File: src/rtl/akuma_pkg.sv
// Shared types and constants for the Akuma motion controller.
// Build option: AKUMA_AIR_CONTROL_EN enables left/right steering during a jump.
package akuma_pkg;

    localparam int SCREEN_W   = 640;
    localparam int SCREEN_H   = 480;
    localparam int SPRITE_W   = 184;
    localparam int SPRITE_H   = 240;
    localparam int START_X    = 64;
    localparam int WALK_SPEED = 3;
    localparam int JUMP_V     = 16;
    localparam int GRAVITY    = 1;
    localparam int PUNCH_SU   = 4;
    localparam int PUNCH_ACT  = 3;
    localparam int PUNCH_REC  = 6;

    localparam logic [9:0] GROUND_Y = 10'(SCREEN_H - SPRITE_H);
    localparam logic [9:0] X_MAX    = 10'(SCREEN_W - SPRITE_W);
    localparam logic [9:0] X_START  = 10'(START_X);

    localparam logic [2:0] CNT_SU  = 3'(PUNCH_SU - 1);
    localparam logic [2:0] CNT_ACT = 3'(PUNCH_ACT - 1);
    localparam logic [2:0] CNT_REC = 3'(PUNCH_REC - 1);

    typedef enum logic [1:0] {
        P_IDLE  = 2'd0,
        P_WALK  = 2'd1,
        P_PUNCH = 2'd2,
        P_JUMP  = 2'd3
    } pose_t;

    typedef enum logic [2:0] {
        S_IDLE,
        S_WALK,
        S_PUNCH_SU,
        S_PUNCH_ACT,
        S_PUNCH_REC,
        S_JUMP
    } motion_state_t;

    function automatic pose_t pose_of(input motion_state_t s);
        case (s)
            S_WALK:                              return P_WALK;
            S_PUNCH_SU, S_PUNCH_ACT, S_PUNCH_REC: return P_PUNCH;
            S_JUMP:                              return P_JUMP;
            default:                             return P_IDLE;
        endcase
    endfunction

    // Horizontal step, clamped to the visible sprite range.
    function automatic logic [9:0] x_step(input logic [9:0] x,
                                          input logic       right,
                                          input logic [9:0] spd);
        logic [10:0] s;
        s = {1'b0, x} + {1'b0, spd};
        if (right)
            return (s > {1'b0, X_MAX}) ? X_MAX : s[9:0];
        return (x < spd) ? 10'd0 : x - spd;
    endfunction

endpackage

File: src/rtl/akuma_motion_ctrl_vsync_edge.sv
// Frame tick generator: one vga_clk-wide pulse per vsync falling edge.
// Build option: none.
module vsync_edge_detect (
    input  logic vga_clk,
    input  logic reset_n,
    input  logic vsync,
    output logic frame_tick
);

    logic vs_q;

    always_ff @(posedge vga_clk or negedge reset_n) begin
        if (!reset_n) vs_q <= 1'b1;
        else          vs_q <= vsync;
    end

    assign frame_tick = vs_q & ~vsync;

endmodule

File: src/rtl/akuma_motion_ctrl.sv
// Per-frame Akuma FSM: idle/walk/punch/jump, sprite position, pose, hitbox.
// Build option: AKUMA_AIR_CONTROL_EN (air steering at WALK_SPEED/2 per frame).
module akuma_motion_ctrl
    import akuma_pkg::*;
(
    input  logic       vga_clk,
    input  logic       reset_n,
    input  logic       vsync,
    input  logic       btn_left,
    input  logic       btn_right,
    input  logic       btn_punch,
    input  logic       btn_jump,
    output logic [9:0] AkumaX,
    output logic [9:0] AkumaY,
    output logic [1:0] pose,
    output logic       punch_active
);

    logic                frame_tick;
    motion_state_t       state_q, state_d;
    logic [9:0]          x_q, x_d;
    logic [9:0]          y_q, y_d;
    logic signed [6:0]   vy_q, vy_d;
    logic [2:0]          cnt_q, cnt_d;
    logic                pp_q, pp_d;
    pose_t               pose_q, pose_d;
    logic                act_q, act_d;
    logic                press, one_dir;
    logic signed [10:0]  y_nxt;

    vsync_edge_detect u_vs (
        .vga_clk    (vga_clk),
        .reset_n    (reset_n),
        .vsync      (vsync),
        .frame_tick (frame_tick)
    );

    assign press   = btn_punch & ~pp_q;
    assign one_dir = btn_left ^ btn_right;
    assign y_nxt   = $signed({1'b0, y_q}) + 11'(vy_q);

    always_comb begin
        state_d = state_q;
        x_d     = x_q;
        y_d     = y_q;
        vy_d    = vy_q;
        cnt_d   = cnt_q;
        pp_d    = pp_q;
        if (frame_tick) begin
            pp_d = btn_punch;
            unique case (state_q)
                S_IDLE, S_WALK: begin
                    if (press) begin
                        state_d = S_PUNCH_SU;
                        cnt_d   = CNT_SU;
                    end else if (btn_jump) begin
                        state_d = S_JUMP;
                        y_d     = y_q - 10'(JUMP_V);
                        vy_d    = 7'(GRAVITY - JUMP_V);
                    end else if (one_dir) begin
                        state_d = S_WALK;
                        x_d     = x_step(x_q, btn_right, 10'(WALK_SPEED));
                    end else begin
                        state_d = S_IDLE;
                    end
                end
                S_PUNCH_SU: begin
                    if (cnt_q == 3'd0) begin
                        state_d = S_PUNCH_ACT;
                        cnt_d   = CNT_ACT;
                    end else cnt_d = cnt_q - 3'd1;
                end
                S_PUNCH_ACT: begin
                    if (cnt_q == 3'd0) begin
                        state_d = S_PUNCH_REC;
                        cnt_d   = CNT_REC;
                    end else cnt_d = cnt_q - 3'd1;
                end
                S_PUNCH_REC: begin
                    if (cnt_q == 3'd0) state_d = S_IDLE;
                    else               cnt_d   = cnt_q - 3'd1;
                end
                S_JUMP: begin
                    if (vy_q > 7'sd0 && y_nxt >= $signed({1'b0, GROUND_Y})) begin
                        state_d = S_IDLE;
                        y_d     = GROUND_Y;
                        vy_d    = '0;
                    end else begin
                        y_d  = y_nxt[10] ? 10'd0 : y_nxt[9:0];
                        vy_d = vy_q + 7'(GRAVITY);
                    end
`ifdef AKUMA_AIR_CONTROL_EN
                    if (one_dir)
                        x_d = x_step(x_q, btn_right, 10'(WALK_SPEED / 2));
`endif
                end
                default: state_d = S_IDLE;
            endcase
        end
        pose_d = pose_of(state_d);
        act_d  = (state_d == S_PUNCH_ACT);
    end

    always_ff @(posedge vga_clk or negedge reset_n) begin
        if (!reset_n) begin
            state_q <= S_IDLE;
            x_q     <= X_START;
            y_q     <= GROUND_Y;
            vy_q    <= '0;
            cnt_q   <= '0;
            pp_q    <= 1'b0;
            pose_q  <= P_IDLE;
            act_q   <= 1'b0;
        end else begin
            state_q <= state_d;
            x_q     <= x_d;
            y_q     <= y_d;
            vy_q    <= vy_d;
            cnt_q   <= cnt_d;
            pp_q    <= pp_d;
            pose_q  <= pose_d;
            act_q   <= act_d;
        end
    end

    assign AkumaX       = x_q;
    assign AkumaY       = y_q;
    assign pose         = pose_q;
    assign punch_active = act_q;

endmodule

File: config.mk
export PLATFORM = sky130hd
export DESIGN_NAME = akuma_motion_ctrl
export DESIGN_NICKNAME = d
export VERILOG_FILES = /design/src/rtl/akuma_pkg.sv /design/src/rtl/akuma_motion_ctrl_vsync_edge.sv /design/src/rtl/akuma_motion_ctrl.sv
export SDC_FILE = /design/constraint.sdc
export NUM_CORES = 1
export LEC_CHECK = 0
export BUFFER_PORTS_ARGS = -buffer_cell sky130_fd_sc_hd__buf_2
export CORE_MARGIN = 1.5
export CORE_UTILIZATION = 65
export CTS_CLUSTER_SIZE = 8
export DETAILED_ROUTE_END_ITERATION = 12
export PLACE_DENSITY = 0.89
export SYNTH_ARGS = -nofsm -noshare
export SYNTH_HDL_FRONTEND = slang
export SYNTH_SLANG_ARGS = --single-unit
File: constraint.sdc
create_clock -name vga_clk -period 3.7 [get_ports vga_clk]
set_input_delay 0.37 -clock vga_clk [delete_from_list [all_inputs] [get_ports vga_clk]]
set_output_delay 0.37 -clock vga_clk [all_outputs]
set_load 0.005 [all_outputs]
==> metrics, run 1 <==
Wirelength per Cell 17.12 um; gr usage total 0.3129; Core ar. 4474 um^2; number of port buffers 29; Starting Density 0.6927; Post-Route Skew about 2.0 ps; Worst Path Arrival about 3200 ps; Syn Nets roughly 400; clk_lat worst skew 290 ps; number of core rows 24; Worst-path clk slew 80 ps; pin count of the biggest net entering global routing 39; ys async rst share 1.000; Yosys cell types 68; CTS Buffer Depth 2; EDFF count, synth 0; FF+latch area 958.4 um^2; Synth top area share 0.2584; total iterations of the first detailed-routing run 5; Clock Sinks 38; cts hold-fix bufs 0; Max-slew headroom 0.4281; PostCTS Resize Cnt 0; vias in the first global route roughly 2.7k; crit share post-route 0.8204; DRT antenna net count 0; CTS tree yes; Final Hold Viols 0; Ports 30; antenna cells 0; warnings from Yosys 0; leakage power between 1 and 1.5 nW; drt drc 0; Setup Fix Bufs, Post-CTS 0; initial antenna violation count 0; HPWL Detailed between 5000 and 6000 um; end-of-flow core utilization 0.7503; layout cells sized above 1 0.1596; Setup crit start kind register; most frequent cell after synthesis nand2_1; max cap viols 0; Final Wtd Congestion 0.8909; Initial DRC Count 275; cell taking the most area after synthesis dfrtp_1; crit path kind reg -> reg; sequential area share after synthesis 0.3092; Slew Viols, Final 0; # fillers ~350; slew of the pin with the lowest slew margin 857.9 ps; H-tree levels 2; Setup crit end kind register; top post-synthesis cells by area dfrtp_1 26%, ha_1 7.3%, a21oi_1 5.3%, nand2_1 5.3%, dfstp_2 5.1%; RSZ-0062 raised after global routing false; final hold slack 185.8 ps; Synth top cells by count 44 x nand2_1, 33 x a21oi_1, 32 x dfrtp_1; Post-Syn Area 3099 um^2; Power Total 2.290 mW; worst min path class in -> async; via count between 2k and 3k; critical path fanouts, max 6; cells after synthesis around 380; total wire length around 7800 um; syn avg cell area 8.221 um^2; Area Overhead vs Synth 8.317%; register bit count reported by yosys 38; Inserted Clock Buffers 5; Setup violations, final 0; Remaining Overflow, GRT 0; Via density 6.614; TNS Setup 0 ps; first-pass GRT wire length 12,920 um; fin crit period 3035 ps; footprint of the multi-input gates around 2000 um^2; top_reg_cell synth dfrtp_1; die area around 5200 um^2; maximum VDD drop between 400 and 500 uV; Root Driver clkbuf_8; f_max 329.4 MHz; Die Span Y 72.05 um; status completed; nets roughly 430; PD cells between 600 and 700 nW/um^2; Die X 72.05 um; CP required between 3000 and 4000 ps
-- logic make-up after synthesis --
logic type / after synthesis / synth area share
buf+inv: 37 / 0.04562
flops: 38 / 0.3092
xor+xnor: 12 / 0.03391
mux: 3 / 0.01009
simple gates: 130 / 0.2160
compound gates: 138 / 0.3060
fa+ha+maj: 19 / 0.07913
-- layout by cell type, fill, tap and decap left out, types with 5 or more instances in the layout --
cell type	n
a21oi_1	33
buf_2	29
clkbuf_8	6
dfrtp_1	32
dfstp_2	6
ha_1	18
inv_1	23
nand2_1	44
nand2b_1	6
nand3_1	11
nor2_1	25
nor3_1	8
o21a_1	5
o21ai_0	24
o21ai_1	16
o22ai_1	6
o31ai_1	5
xnor2_1	6
xor2_1	6
-- sequential cells by signal, summed over array words and instances, names as in the netlist --
register,cells
AkumaX,10
AkumaY,10
vy_q,7
cnt_q,3
state_q,3
pose,2
pp_q,1
punch_active,1
u_vs.vs_q,1
-- report_power, final --
group | switching (mW) | total (mW) | leakage (nW) | internal (mW)
Combinational | 0.718 | 1.23 | 0.949 | 0.514
Sequential | 0.207 | 0.751 | 0.440 | 0.544
Clock | 0.157 | 0.307 | 0.0472 | 0.150
Total | 1.08 | 2.29 | 1.44 | 1.21
-- final cells by class --
cell class / count / share of cell area
sequential: 38 / 0.2855
clock inverter: 2 / 0.003727
inverter: 23 / 0.02572
clock buffer: 6 / 0.02460
multi-input combinational: 302 / 0.5956
timing repair buffer: 30 / 0.04547
tap: 52 / 0.01938
-- path summary, 6_finish.rpt --
check / start / to / slack (ps) / cells after the start
setup reg to reg: vy_q[0]$_DFFE_PN0P_ / pose[1]$_DFF_PN0_ / 660 / 11
min in group vga_clk: vsync / u_vs.vs_q$_DFF_PN1_ / 190 / 1
hold / removal: reset_n / cnt_q[2]$_DFFE_PN0P_ / 190 / 1
hold reg to reg: cnt_q[0]$_DFFE_PN0P_ / cnt_q[0]$_DFFE_PN0P_ / 500 / 2
setup / recovery: vy_q[0]$_DFFE_PN0P_ / pose[1]$_DFF_PN0_ / 660 / 11
max in group asynchronous: reset_n / AkumaY[1]$_DFFE_PN0P_ / 2980 / 1
-- metal layers --
| layer | GRT usage | part of all wire |
|---|---|---|
| met5 | 0 | 0 |
| met4 | 0.09015 | 0.018 |
| met3 | 0.05972 | 0.080 |
| met2 | 0.4897 | 0.47 |
| met1 | 0.4456 | 0.44 |
-- critical path: stages, from the launching register on --
cell and delay [ps]:
dfrtp_1 440, ha_1 260, inv_1 70, fa_1 420, nor2b_2 220, o31ai_4 90
a211o_1 300, o2111ai_1 170, a2111o_1 250, nand2_4 110, o41ai_1 440, a21oi_1 120
-- through the flow --
stage	area, um^2	setup slack (ps)	instances
after floorplan	3099	1136	377
after global placement	3262	983.4	445
after detailed placement	3262	828.4	445
after CTS	3357	727.4	453
after global routing	3357	542.4	453
final	3357	664.6	453
Note: power is estimated with default switching activity, not from simulation.
==> inputs of run 2 (changes only) <==
--- a/config.mk
+++ b/config.mk
@@ -7,10 +7,10 @@
 export LEC_CHECK = 0
 export BUFFER_PORTS_ARGS = -buffer_cell sky130_fd_sc_hd__buf_2
 export CORE_MARGIN = 1.5
-export CORE_UTILIZATION = 65
+export CORE_UTILIZATION = 60
 export CTS_CLUSTER_SIZE = 8
 export DETAILED_ROUTE_END_ITERATION = 12
-export PLACE_DENSITY = 0.89
+export PLACE_DENSITY = 0.84
 export SYNTH_ARGS = -nofsm -noshare
 export SYNTH_HDL_FRONTEND = slang
 export SYNTH_SLANG_ARGS = --single-unit
==> constraint.sdc (replaced) <==
create_clock -name vga_clk -period 3.1 [get_ports vga_clk]
set_input_delay 0.31 -clock vga_clk [delete_from_list [all_inputs] [get_ports vga_clk]]
set_output_delay 0.31 -clock vga_clk [all_outputs]
set_load 0.005 [all_outputs]
==> metrics, run 2 (synthesis results as in run 1) <==
status completed; final worst slack 252.8 ps (-411.8 ps); first-pass GRT wire length 12,320 um (-4.6%); Max-slew headroom 0.4332 (+0.005146); die area 5606 um^2 (+8.0%); antenna cells 0 (unchanged); end-of-flow core utilization 0.7045 (-0.04576); crit share post-route 0.9184 (+0.09806); maximum VDD drop 517.5 uV (+11%); layout cells sized above 1 0.1671 (+0.007475); R2R setup slack 250 ps (-410 ps); number of core rows 25 (+4.2%); Worst-path clk slew 70 ps (about the same); Inserted Clock Buffers 5 (unchanged); Remaining Overflow, GRT 0 (unchanged); CTS Buffer Depth 2 (unchanged); Setup Fix Bufs, Post-CTS 0 (unchanged); Die Span Y 74.87 um (+3.9%); gr usage total 0.2831 (-0.02978); clk_lat worst skew 290 ps (about the same); vias in the first global route 2,659 (-1.9%); Post-Route Skew 5.836 ps (+3.841 ps); Final Wtd Congestion 0.9014 (+1.2%); initial antenna violation count 0 (unchanged); # fillers 392 (+14%); Via density 6.458 (-2.4%); Reg-to-Reg Start AkumaY[5]$_DFFE_PN1P_; Setup violations, final 0 (unchanged); DRT antenna net count 0 (unchanged); Initial DRC Count 262 (-4.7%); nets 432 (+1.4%); PostCTS Resize Cnt 0 (unchanged); PD cells 789.9 nW/um^2 (+16%); number of port buffers 29 (unchanged); CP required 3320 ps (-530 ps); HPWL Detailed 5600 um (about the same); cts hold-fix bufs 0 (unchanged); total wire length 7665 um (-1.2%); Wirelength per Cell 16.17 um (-5.6%); pre-CTS setup slack 294.2 ps (-534.3 ps); Root Driver clkbuf_8; Ports 30 (unchanged); fin crit period 2847 ps (-188.2 ps); Worst Path Arrival 3060 ps (-130 ps); via count 3,061 (+2.2%); Die X 74.87 um (+3.9%); Critical R2R Capture AkumaY[4]$_DFFE_PN1P_; Area Overhead vs Synth 10.21%; leakage power 1.464 nW (+2.0%); Starting Density 0.6392 (-0.05345); TNS Setup 0 ps (unchanged); Layout Cells excl Fill 474 (+4.6%); slew of the pin with the lowest slew margin 850.2 ps (-7.719 ps); Clock Sinks 38 (unchanged); total iterations of the first detailed-routing run 5 (unchanged); path depth of the worst reg2reg path 8 (-3); RSZ-0062 raised after global routing false; H-tree levels 2 (unchanged); commonest cells after routing, fill and taps aside 44 x nand2_1, 33 x a21oi_1, 32 x dfrtp_1, 29 x buf_2, 25 x nor2_1; Slew Viols, Final 0 (unchanged); critical path fanouts, max 5 (-1); f_max 351.2 MHz (+6.6%); pin count of the biggest net entering global routing 39 (unchanged); commonest non-fill, non-tap cell in the layout nand2_1; Core ar. 4848 um^2 (+8.4%); CTS tree yes; Setup crit end kind register; drt drc 0 (unchanged); Setup crit start kind register; placed instance count 466 (+4.7%); crit path kind reg -> reg; worst min path class in -> async; Final Hold Viols 0 (unchanged); Power Total 2.698 mW (+18%); max cap viols 0 (unchanged)
## run 2: cell count changes in the layout (fill, tap and decap cells not counted), sizes merged
cell	previous run	this run
buf	30	36
clkbuf	6	8
clkinv	1	0
clkinvlp	1	0
## run 2: power by group
| part | internal, mW | switching, mW |
|---|---|---|
| Combinational | 0.615 | 0.836 |
| Sequential | 0.649 | 0.245 |
| Clock | 0.182 | 0.171 |
## run 2: worst max-delay path by stage
| stage | slack, ps | startpoint | endpoint |
|---|---|---|---|
| final | 250 | AkumaY[5]$_DFFE_PN1P_ | AkumaY[4]$_DFFE_PN1P_ |
| after floorplan | 540 | vy_q[0]$_DFFE_PN0P_ | pose[1]$_DFF_PN0_ |
| after CTS | 280 | AkumaY[5]$_DFFE_PN1P_ | AkumaY[4]$_DFFE_PN1P_ |
| after global routing | 90 | vy_q[0]$_DFFE_PN0P_ | pose[1]$_DFF_PN0_ |
| after detailed placement | 290 | vy_q[0]$_DFFE_PN0P_ | pose[1]$_DFF_PN0_ |
| after global placement | 390 | vy_q[0]$_DFFE_PN0P_ | pose[1]$_DFF_PN0_ |
## run 2: layer usage
metal  GRT usage  share of wire  vias up
met5           0              0        -
met4     0.05455         0.0099        0
met3     0.05622          0.073        9
met2      0.4494           0.47      138
met1      0.4047           0.45     1459
li1            -              -     1455
## run 2: stage by stage
| stage | hold slack [ps] | area (um^2) |
|---|---|---|
| global route | 119.5 | 3416 |
| detailed placement | 439.1 | 3326 |
| CTS | 128.5 | 3416 |
| floorplan | 14.41 | 3099 |
| global placement | 433.0 | 3326 |
| finish | 124.2 | 3416 |
## run 2: final cells by class
class                   count  area (um^2)  area share
multi-input cells         302         1999      0.5853
flip-flops and latches     38        958.4      0.2806
repair buffers             36        197.7     0.05788
clock buffers               8        90.09     0.02637
inverters                  23        86.33     0.02527
well taps                  67        83.83     0.02454
## run 2: critical path, stage by stage, from the launching register on
cell,delay [ps]
dfstp_2,570
ha_1,310
a21oi_1,370
nand3_1,150
a221o_1,420
xnor2_1,420
nor3b_1,350
o21ai_1,100
o21ai_1,80
==> inputs of run 3 (changes only) <==
--- a/config.mk
+++ b/config.mk
@@ -5,6 +5,7 @@
 export SDC_FILE = /design/constraint.sdc
 export NUM_CORES = 1
 export LEC_CHECK = 0
+export ABC_AREA = 1
 export BUFFER_PORTS_ARGS = -buffer_cell sky130_fd_sc_hd__buf_2
 export CORE_MARGIN = 1.5
 export CORE_UTILIZATION = 60
==> metrics, run 3 <==
TNS Setup 0 ps (unchanged); cts hold-fix bufs 0 (unchanged); cells after synthesis 428 (+14%); Root Driver clkbuf_8; most frequent cell after synthesis nand2_1; Final Hold Viols 0 (unchanged); Yosys cell types 40 (-41%); end-of-flow core utilization 0.7047 (about the same); layout cells sized above 1 0.1767 (+0.009648); pre-CTS setup slack 628.5 ps (+334.3 ps); largest family of logic cells by synthesized area simple AND/OR/NAND/NOR gates; Slew Viols, Final 0 (unchanged); Area Overhead vs Synth 10.69%; Power Total 3.314 mW (+23%); slew of the pin with the lowest slew margin 842.3 ps (-7.861 ps); Wirelength per Cell 12.69 um (-22%); commonest non-fill, non-tap cell in the layout nand2_1; DRT antenna net count 0 (unchanged); first-pass GRT wire length 11,160 um (-9.4%); Setup crit end kind register; f_max 398.7 MHz (+14%); Initial DRC Count 235 (-10%); Inserted Clock Buffers 5 (unchanged); Die X 74.49 um (-0.51%); number of port buffers 29 (unchanged); Die Span Y 74.49 um (-0.51%); Synth Area in Simple Gates 0.3158 (+0.09980); Starting Density 0.6366 (-0.002602); HPWL Detailed 5108 um (-8.8%); footprint of the multi-input gates 1808 um^2 (-9.6%); top post-synthesis cells by area dfrtp_1 26%, nand2_1 12%, inv_1 8.2%, ha_1 7.3%, nor2_1 5.6%; CTS Buffer Depth 2 (unchanged); worst min path class in -> async; Clock Sinks 38 (unchanged); pin count of the biggest net entering global routing 39 (unchanged); Synth top area share 0.2611 (+0.002741); Post-Route Skew 5.834 ps (-0.001880 ps); Synth Area in Compound Gates 0.1342 (-0.1718); Syn Nets 454 (+13%); final worst slack 592.0 ps (+339.1 ps); Remaining Overflow, GRT 0 (unchanged); status completed; Setup violations, final 0 (unchanged); max cap viols 0 (unchanged); # fillers 418 (+6.6%); initial antenna violation count 0 (unchanged); top_reg_cell synth dfrtp_1; critical path fanouts, max 9 (+4); Final Wtd Congestion 0.8747 (-3.0%); crit path kind reg -> reg; worst-path cell chain ha_1, inv_1, fa_1, inv_1, nand2_1, nand2_1, nand3_1, nand3_1, nand2_1, nor2_1, nand2_1, nand2_2, nand2_4, nor2_4, nand2_1, a21oi_2; syn avg cell area 7.165 um^2 (-13%); drt drc 0 (unchanged); Post-Synth XOR/XNOR Area 0.05957 (+0.02566); sequential area share after synthesis 0.3125 (+0.003280); Post-Synth Adder-Cell Area 0.07997 (+0.0008394); final hold slack 117.7 ps (-6.529 ps); Core ar. 4817 um^2 (-0.65%); Crit path buffers/inverters 2 (+2); die area 5549 um^2 (-1.0%); maximum VDD drop 514.7 uV (-0.53%); FF+latch area 958.4 um^2 (unchanged); commonest cells after routing, fill and taps aside 95 x nand2_1, 67 x inv_1, 46 x nor2_1, 32 x dfrtp_1, 29 x buf_2; PostCTS Resize Cnt 0 (unchanged); nets 489 (+13%); EDFF count, synth 0 (unchanged); Synth top cells by count 95 x nand2_1, 67 x inv_1, 46 x nor2_1; CTS tree yes; Setup crit start kind register; leakage power 1.785 nW (+22%); warnings from Yosys 0 (unchanged); Ports 30 (unchanged); gr usage total 0.2591 (-0.02400); clk_lat worst skew 290 ps (about the same); register bit count reported by yosys 38 (unchanged); antenna cells 0 (unchanged); Via density 5.313 (-18%); most used cell along the critical path nand2_1; ys async rst share 1.000 (unchanged); vias in the first global route 2,506 (-5.8%); crit share post-route 0.8090 (-0.1094); RSZ-0062 raised after global routing false; CP delay by family, top simple AND/OR/NAND/NOR gates; slowest cell on the critical path dfrtp_1; CP required 3310 ps (about the same); cell taking the most area after synthesis dfrtp_1; PD cells 976.4 nW/um^2 (+24%); Worst-path clk slew 70 ps (about the same); multiplexer share of the synthesized area 0 (-0.01009); fin crit period 2508 ps (-339.1 ps); Worst Path Arrival 2720 ps (-340 ps); Slowest Stage Delay on Critical Path 390 ps (-180 ps); Setup Fix Bufs, Post-CTS 0 (unchanged); total wire length 6739 um (-12%); R2R setup slack 590 ps (+340 ps); total iterations of the first detailed-routing run 5 (unchanged); number of core rows 25 (unchanged); Max-slew headroom 0.4385 (+0.005241); H-tree levels 2 (unchanged); via count 2,821 (-7.8%); Post-Syn Area 3067 um^2 (-1.0%)
run 3: cell count changes after synthesis, sizes merged, moves of 7 or more:
cell    delta
nand2     +59
inv       +52
nor2      +27
o21ai     -16
nand3     +13
clkbuf    -12
xor2      +12
o31ai      -7
run 3: area by class of cell:
type	instances	share of cell area
clock buffer	6	0.02138
tap	67	0.02470
timing repair buffer	30	0.04497
clock inverter	2	0.01106
multi-input combinational	313	0.5326
sequential	38	0.2823
inverter	75	0.08293
run 3: final timing paths:
path                                           from                    end  cells past startpoint
worst min register to register     pp_q$_DFFE_PN0P_       pp_q$_DFFE_PN0P_                      2
worst max register to register  vy_q[0]$_DFFE_PN0P_  AkumaY[9]$_DFFE_PN0P_                     16
min in group vga_clk                          vsync    u_vs.vs_q$_DFF_PN1_                      1
worst min-delay path                        reset_n  AkumaY[9]$_DFFE_PN0P_                      1
worst max-delay path            vy_q[0]$_DFFE_PN0P_  AkumaY[9]$_DFFE_PN0P_                     16
max in group asynchronous                   reset_n    vy_q[4]$_DFFE_PN0P_                      1
run 3: routing by layer:
metal | GRT usage | share of wire
met5 | 0 | 0
met4 | 0.04646 | 0.0074
met3 | 0.05691 | 0.049
met2 | 0.4296 | 0.48
met1 | 0.3531 | 0.46
run 3: power by group:
group | internal, mW | switching [mW] | total (mW) | leakage (nW)
clock network | 0.240 | 0.175 | 0.415 | 0.0514
logic | 0.738 | 1.20 | 1.94 | 1.29
registers | 0.711 | 0.251 | 0.962 | 0.446
total | 1.69 | 1.63 | 3.31 | 1.79
run 3: cells by family after synthesis:
logic type	count (synthesis)
AOI/OAI and AO/OA	70
xor gates and xnor gates	20
adders and majority gates	19
buffers and inverters	77
DFF	38
and+or+nand+nor	204
run 3: stage by stage:
stage	std cells	instance area (um^2)
floorplan	428	3067
global placement	523	3284
CTS	531	3395
finish	531	3395
detailed placement	523	3284
global route	531	3395
